==> config.mk <==
export PLATFORM = sky130hd
export DESIGN_NAME = fir_out_conditioner
export DESIGN_NICKNAME = d
export VERILOG_FILES = /design/src/rtl/fir_out_conditioner.sv
export SDC_FILE = /design/constraint.sdc
export NUM_CORES = 1
export LEC_CHECK = 0
export BUFFER_PORTS_ARGS = -buffer_cell sky130_fd_sc_hd__buf_2
export CAP_MARGIN = 5
export CORE_MARGIN = 3
export CORE_UTILIZATION = 56
export CTS_CLUSTER_SIZE = 8
export DETAILED_ROUTE_END_ITERATION = 8
export PLACE_DENSITY = 0.81
export SLEW_MARGIN = 10
export SYNTH_ARGS = -nofsm -noshare
export SYNTH_HDL_FRONTEND = slang
export SYNTH_SLANG_ARGS = --single-unit
==> constraint.sdc <==
create_clock -name clk -period 5.85 [get_ports clk]
set_input_delay 0.8775 -clock clk [delete_from_list [all_inputs] [get_ports clk]]
set_output_delay 0.8775 -clock clk [all_outputs]
set_load 0.1 [all_outputs]
==> src/rtl/fir_out_conditioner.sv <==
// fir_out_conditioner: output stage behind the 51-tap band-pass FIR.
// The full-precision filter output is requantised to OUT_W bits with
// round-half-up and saturation. Clip events go into a sticky counter.
// The peak |y_out| is measured over windows of WIN valid samples and drives
// a hysteretic tone-present detector.
//
// Pipeline:
//   p0  combinational round + saturate of y_in
//   p1  registered sample (y_out / sat_flag / y_valid), clip counter
//   p2  window peak register and peak_valid pulse
//   p3  tone FSM and registered tone_det
module fir_out_conditioner #(
    parameter int IN_W   = 38,
    parameter int OUT_W  = 16,
    parameter int SHIFT  = 15,
    parameter int WIN    = 64,
    parameter int TH_ON  = 4000,
    parameter int TH_OFF = 2000,
    parameter int HOLD   = 2
) (
    input  logic                    clk,
    input  logic                    rst,
    input  logic                    in_valid,
    input  logic signed [IN_W-1:0]  y_in,
    output logic signed [OUT_W-1:0] y_out,
    output logic                    y_valid,
    output logic                    sat_flag,
    output logic [OUT_W-1:0]        peak,
    output logic                    peak_valid,
    output logic                    tone_det,
    output logic [15:0]             sat_count
);

    // Requantiser constants. Every value is at IN_W+1 bits, so the
    // rounding add cannot overflow.
    localparam logic signed [IN_W:0] HALF =
        (IN_W+1)'(1) <<< (SHIFT - 1);
    localparam logic signed [IN_W:0] SAT_HI =
        {{(IN_W+2-OUT_W){1'b0}}, {(OUT_W-1){1'b1}}};
    localparam logic signed [IN_W:0] SAT_LO =
        {{(IN_W+2-OUT_W){1'b1}}, {(OUT_W-1){1'b0}}};

    // The most negative output has no positive counterpart. Its magnitude
    // is clamped to the largest positive value.
    localparam logic signed [OUT_W-1:0] OUT_MIN = {1'b1, {(OUT_W-1){1'b0}}};
    localparam logic [OUT_W-1:0]        MAG_MAX = {1'b0, {(OUT_W-1){1'b1}}};

    // Window and hysteresis constants.
    localparam int                CNT_W     = $clog2(WIN);
    localparam logic [CNT_W-1:0]  WIN_LAST  = CNT_W'(WIN - 1);
    localparam int                HOLD_W    = $clog2(HOLD + 1);
    localparam logic [HOLD_W-1:0] HOLD_LAST = HOLD_W'(HOLD - 1);
    localparam logic [OUT_W-1:0]  TH_ON_V   = OUT_W'(TH_ON);
    localparam logic [OUT_W-1:0]  TH_OFF_V  = OUT_W'(TH_OFF);
    localparam logic [15:0]       CNT_MAX   = 16'hFFFF;

    typedef enum logic [1:0] {
        ABSENT    = 2'd0,
        ARMING    = 2'd1,
        PRESENT   = 2'd2,
        RELEASING = 2'd3
    } tone_st_t;

    // Round half up: add half an LSB of the result, then shift arithmetically.
    function automatic logic signed [IN_W:0] round_shift(
        input logic signed [IN_W-1:0] x
    );
        logic signed [IN_W:0] sum;
        sum = $signed({x[IN_W-1], x}) + HALF;
        return sum >>> SHIFT;
    endfunction

    // Clamp to OUT_W signed. Returns {clipped, value}.
    function automatic logic [OUT_W:0] saturate(
        input logic signed [IN_W:0] r
    );
        if (r > SAT_HI) begin
            return {1'b1, SAT_HI[OUT_W-1:0]};
        end else if (r < SAT_LO) begin
            return {1'b1, SAT_LO[OUT_W-1:0]};
        end else begin
            return {1'b0, r[OUT_W-1:0]};
        end
    endfunction

    // Unsigned magnitude of a requantised sample, clamped at MAG_MAX.
    function automatic logic [OUT_W-1:0] magnitude(
        input logic signed [OUT_W-1:0] v
    );
        logic signed [OUT_W-1:0] neg;
        neg = -v;
        if (v == OUT_MIN) begin
            return MAG_MAX;
        end else if (v[OUT_W-1]) begin
            return neg;
        end else begin
            return v;
        end
    endfunction

    // ---------------- stage p0 -> p1 : requantise ----------------
    logic [OUT_W:0]           q_p0;
    logic signed [OUT_W-1:0]  y_p1;
    logic                     sat_p1;
    logic                     vld_p1;
    logic [15:0]              sat_cnt;

    assign q_p0 = saturate(round_shift(y_in));

    // Register the requantised sample. Data holds when no new sample arrives.
    always_ff @(posedge clk or negedge rst) begin
        if (!rst) begin
            y_p1   <= '0;
            sat_p1 <= 1'b0;
            vld_p1 <= 1'b0;
        end else begin
            vld_p1 <= in_valid;
            if (in_valid) begin
                sat_p1 <= q_p0[OUT_W];
                y_p1   <= q_p0[OUT_W-1:0];
            end
        end
    end

    // Count clipped output samples. The count sticks at all-ones.
    always_ff @(posedge clk or negedge rst) begin
        if (!rst) begin
            sat_cnt <= '0;
        end else if (vld_p1 && sat_p1 && (sat_cnt != CNT_MAX)) begin
            sat_cnt <= sat_cnt + 16'd1;
        end
    end

    // ---------------- stage p1 -> p2 : window peak ----------------
    logic [OUT_W-1:0] mag_p1;
    logic [OUT_W-1:0] wmax_p1;
    logic [OUT_W-1:0] run_max;
    logic [CNT_W-1:0] win_cnt;
    logic [OUT_W-1:0] peak_p2;
    logic             vld_p2;

    assign mag_p1  = magnitude(y_p1);
    assign wmax_p1 = (mag_p1 > run_max) ? mag_p1 : run_max;

    // Track the running max over WIN valid samples. Gaps in valid stall the
    // window. The last sample publishes the peak and starts a new window.
    always_ff @(posedge clk or negedge rst) begin
        if (!rst) begin
            run_max <= '0;
            win_cnt <= '0;
            peak_p2 <= '0;
            vld_p2  <= 1'b0;
        end else begin
            vld_p2 <= 1'b0;
            if (vld_p1) begin
                if (win_cnt == WIN_LAST) begin
                    peak_p2 <= wmax_p1;
                    vld_p2  <= 1'b1;
                    run_max <= '0;
                    win_cnt <= '0;
                end else begin
                    run_max <= wmax_p1;
                    win_cnt <= win_cnt + CNT_W'(1);
                end
            end
        end
    end

    // ---------------- stage p2 -> p3 : tone detector ----------------
    tone_st_t          tone_st;
    logic [HOLD_W-1:0] hold;
    logic              tone_p3;
    logic              is_on;
    logic              is_off;

    assign is_on  = (peak_p2 >= TH_ON_V);
    assign is_off = (peak_p2 <  TH_OFF_V);

    // Hysteretic tone FSM, stepped once per published peak. tone_p3 is
    // loaded with the destination state's indication, so it changes
    // in the cycle after the deciding peak_valid.
    always_ff @(posedge clk or negedge rst) begin
        if (!rst) begin
            tone_st <= ABSENT;
            hold    <= '0;
            tone_p3 <= 1'b0;
        end else if (vld_p2) begin
            case (tone_st)
                ABSENT: begin
                    if (is_on) begin
                        hold <= HOLD_W'(1);
                        if (HOLD == 1) begin
                            tone_st <= PRESENT;
                            tone_p3 <= 1'b1;
                        end else begin
                            tone_st <= ARMING;
                        end
                    end
                end
                ARMING: begin
                    if (is_on) begin
                        hold <= hold + HOLD_W'(1);
                        if (hold >= HOLD_LAST) begin
                            tone_st <= PRESENT;
                            tone_p3 <= 1'b1;
                        end
                    end else begin
                        hold    <= '0;
                        tone_st <= ABSENT;
                    end
                end
                PRESENT: begin
                    if (is_off) begin
                        hold <= HOLD_W'(1);
                        if (HOLD == 1) begin
                            tone_st <= ABSENT;
                            tone_p3 <= 1'b0;
                        end else begin
                            tone_st <= RELEASING;
                        end
                    end
                end
                RELEASING: begin
                    if (is_off) begin
                        hold <= hold + HOLD_W'(1);
                        if (hold >= HOLD_LAST) begin
                            tone_st <= ABSENT;
                            tone_p3 <= 1'b0;
                        end
                    end else begin
                        hold    <= '0;
                        tone_st <= PRESENT;
                    end
                end
                default: begin
                    hold    <= '0;
                    tone_st <= ABSENT;
                    tone_p3 <= 1'b0;
                end
            endcase
        end
    end

    assign y_out      = y_p1;
    assign sat_flag   = sat_p1;
    assign y_valid    = vld_p1;
    assign sat_count  = sat_cnt;
    assign peak       = peak_p2;
    assign peak_valid = vld_p2;
    assign tone_det   = tone_p3;

endmodule

==> results.json <==
{
  "run_status": "completed",
  "tightest_slew_ns": 1.156,
  "drtIter0Drc": 180,
  "synthCells": 505,
  "synth_top_flop_cell": "dfrtp_1",
  "place_area_mm2": 0.005155,
  "row_count": 32,
  "grt_max_degree": 79,
  "clk_pin_slew_worst_paths_ns": 0.08,
  "synth.area.top_cells": "dfrtp_1 (42%), ha_1 (5.6%), xnor2_1 (4.5%)",
  "wl_um": 10080,
  "synth_top_family_by_area": "simple AND/OR/NAND/NOR gates",
  "route.detailed.drc": 0,
  "grt_pass1_vias": 3718,
  "dp_hpwl_um": 7693,
  "finalCritPeriodShare": 0.8329,
  "p_leak_nw": 2.465,
  "ios": 93,
  "die-area_mm2": 0.009510,
  "grt_remaining_overflow": 0,
  "synth_top_area_frac": 0.4161,
  "grt_util_all_layers": 0.2139,
  "vias_per_cell": 5.721,
  "firstDrtPassIters": 5,
  "drv_slew": 0,
  "path_max_fanout": 16,
  "worstSetupPathType": "reg -> reg",
  "fp.dieH_um": 97.52,
  "synth_area_per_cell_um2": 9.289,
  "floorplan.initialDensity": 0.5917,
  "synth_edf_count": 0,
  "layout.nets": 643,
  "cp_cell_sequence": "or3_1 -> or4_1 -> or3_1 -> o31ai_2 -> mux2i_1 -> ha_1 -> nand3_1 -> or4_1 -> nor2_1 -> nor2_4 -> o21ai_1 -> a22o_1",
  "clk_path_buf_depth": 2,
  "slew-limit-headroom": 0.2242,
  "peakVddDrop_v": 0.0002548,
  "yosysMostFrequentCell": "dfrtp_1",
  "drv_cap": 0,
  "die_w_um": 97.52,
  "synth_area_mm2": 0.004691,
  "cts_hold_buf": 0,
  "worstPathRequired_ns": 6.13,
  "synth_compound_area_frac": 0.1750,
  "h-tree-depth": 3,
  "syn_to_final_growth_pct": 13.42,
  "endpoint_kind": "flop",
  "max_freq_mhz": 205.2,
  "drive_above_1_share": 0.2154,
  "cts_resized": 0,
  "cp_top_family": "simple AND/OR/NAND/NOR gates",
  "cts_root_buffer": "clkbuf_8",
  "rsz0062_at_grt": "no",
  "clkLatencyLatePin_ns": 0.34,
  "cts_setup_buffers": 0,
  "synthAdderAreaFrac": 0.05601,
  "synthesis.nets": 567,
  "layout_setup_ws_ns": 0.9778,
  "hold_viol_final": 0,
  "num_vias": 3930,
  "clock_skew_ns": 0.004808,
  "min-delay-path-class": "reg -> reg",
  "yosys_warnings": 0,
  "numCtsBuffers": 9,
  "numPortBuffers": 78,
  "slowest_delay_ns": 0.89,
  "cpMaxStageDelayCell": "o21ai_1",
  "grt_antenna_before_repair": 0,
  "synth_commonest_cells": "dfrtp_1 (78), nand2_1 (53), nor2_1 (44)",
  "start_kind": "flop",
  "finalCriticalPeriod_ns": 4.872,
  "grt_pass1_wl_um": 17080,
  "whs_ns": 0.4925,
  "ys_types": 57,
  "path_buf_inv": 0,
  "synthMuxAreaShare": 0.04535,
  "synth_seq_cells": 78,
  "synth_xor_area_frac": 0.07469,
  "post_drt_wl_per_cell_um": 14.67,
  "ys_seq_area_frac": 0.4161,
  "tns_ns": 0,
  "place_congestion": 0.9152,
  "dpl_worst_slack_ns": 1.024,
  "cts_sinks": 78,
  "async_reset_ff_frac": 1.000,
  "power.density_mw_per_mm2": 402.5,
  "diodes": 0,
  "cts_tree": "built",
  "yosys.area_share.simple": 0.1929,
  "fin_area_mm2": 0.005320,
  "setup_viol": 0,
  "synth_top_area_cell": "dfrtp_1",
  "coreArea_mm2": 0.007928,
  "worst_ep_arrival_time_ns": 5.15,
  "final_util": 0.6711,
  "drtAntennaViolNets": 0
}
==> cells in the final DEF, fill, tap and decap left out, types with 4 or more instances in the layout <==
master    instances
or4_1             6
o21ai_1          11
a21oi_1          22
mux2i_1          19
nor2_1           44
nor3_1           12
xnor2_1          24
o21a_1            4
xor2_1           16
nand2_1          53
a31oi_1           5
nand3_1          19
or3_1             6
ha_1             21
buf_2            77
o211ai_1          4
o21ai_0          14
nand4_1          12
a22o_1           17
o31ai_1           7
buf_4             4
nor2b_1           4
clkbuf_8         10
and4_1            4
nand2_2           9
inv_1            29
dfrtp_1          78
a21oi_2           9
==> stage by stage <==
stage / std cells / total power, mW
2_1_floorplan: 505 / 1.582
3_3_place_gp: 672 / 1.766
3_5_place_dp: 672 / 1.797
4_1_cts: 687 / 2.154
5_1_grt: 687 / 2.276
6_report: 687 / 2.141
==> registers in the layout (all words and copies together) (netlist names), 2 cells and up <==
| name | flops |
|---|---|
| hold | 2 |
| win_cnt | 6 |
| tone_st | 2 |
| sat_count | 16 |
| y_out | 16 |
| run_max | 16 |
| peak | 16 |
==> power breakdown <==
group	leakage [nW]	switching, mW	internal (mW)
Clock	0.0889	0.187	0.162
Sequential	0.958	0.116	0.659
Combinational	1.42	0.705	0.313
Total	2.46	1.01	1.13
==> layer usage <==
metal,up-vias,part of all wire,track usage,routed length (µm)
met2,111,0.48,0.3469,4794
met5,-,0,0,0
met1,1842,0.45,0.2849,4579
li1,1963,-,-,-
met3,14,0.056,0.03805,566
met4,0,0.014,0.08413,140
==> cell type report <==
class	instances	area, µm²
clock buffer	11	141.4
clock inverter	4	23.77
fill	640	2608
inverter	29	108.9
multi-input combinational	382	2551
sequential	78	1952
tap	102	127.6
timing repair buffer	81	415.4
==> cells by family after synthesis <==
group                      after synthesis
and+or+nand+nor                        184
AOI/OAI and AO/OA                      116
DFF                                     78
buffers and inverters                   45
xor gates and xnor gates                40
muxes                                   21
adders and majority gates               21
==> final timing paths <==
| path | slack, ns | from | cells past startpoint | to |
|---|---|---|---|---|
| worst max-delay path | 0.98 | y_out[2] | 12 | run_max[10] |
| worst min-delay path | 0.49 | sat_count[10] | 1 | sat_count[10] |
| worst max register to register | 0.98 | y_out[2] | 12 | run_max[10] |
| worst min register to register | 0.49 | sat_count[10] | 1 | sat_count[10] |
| max in group asynchronous | 4.57 | rst | 1 | y_out[6] |
| min in group asynchronous | 0.69 | rst | 1 | hold[1] |
Note: power is estimated with default switching activity, not from simulation.
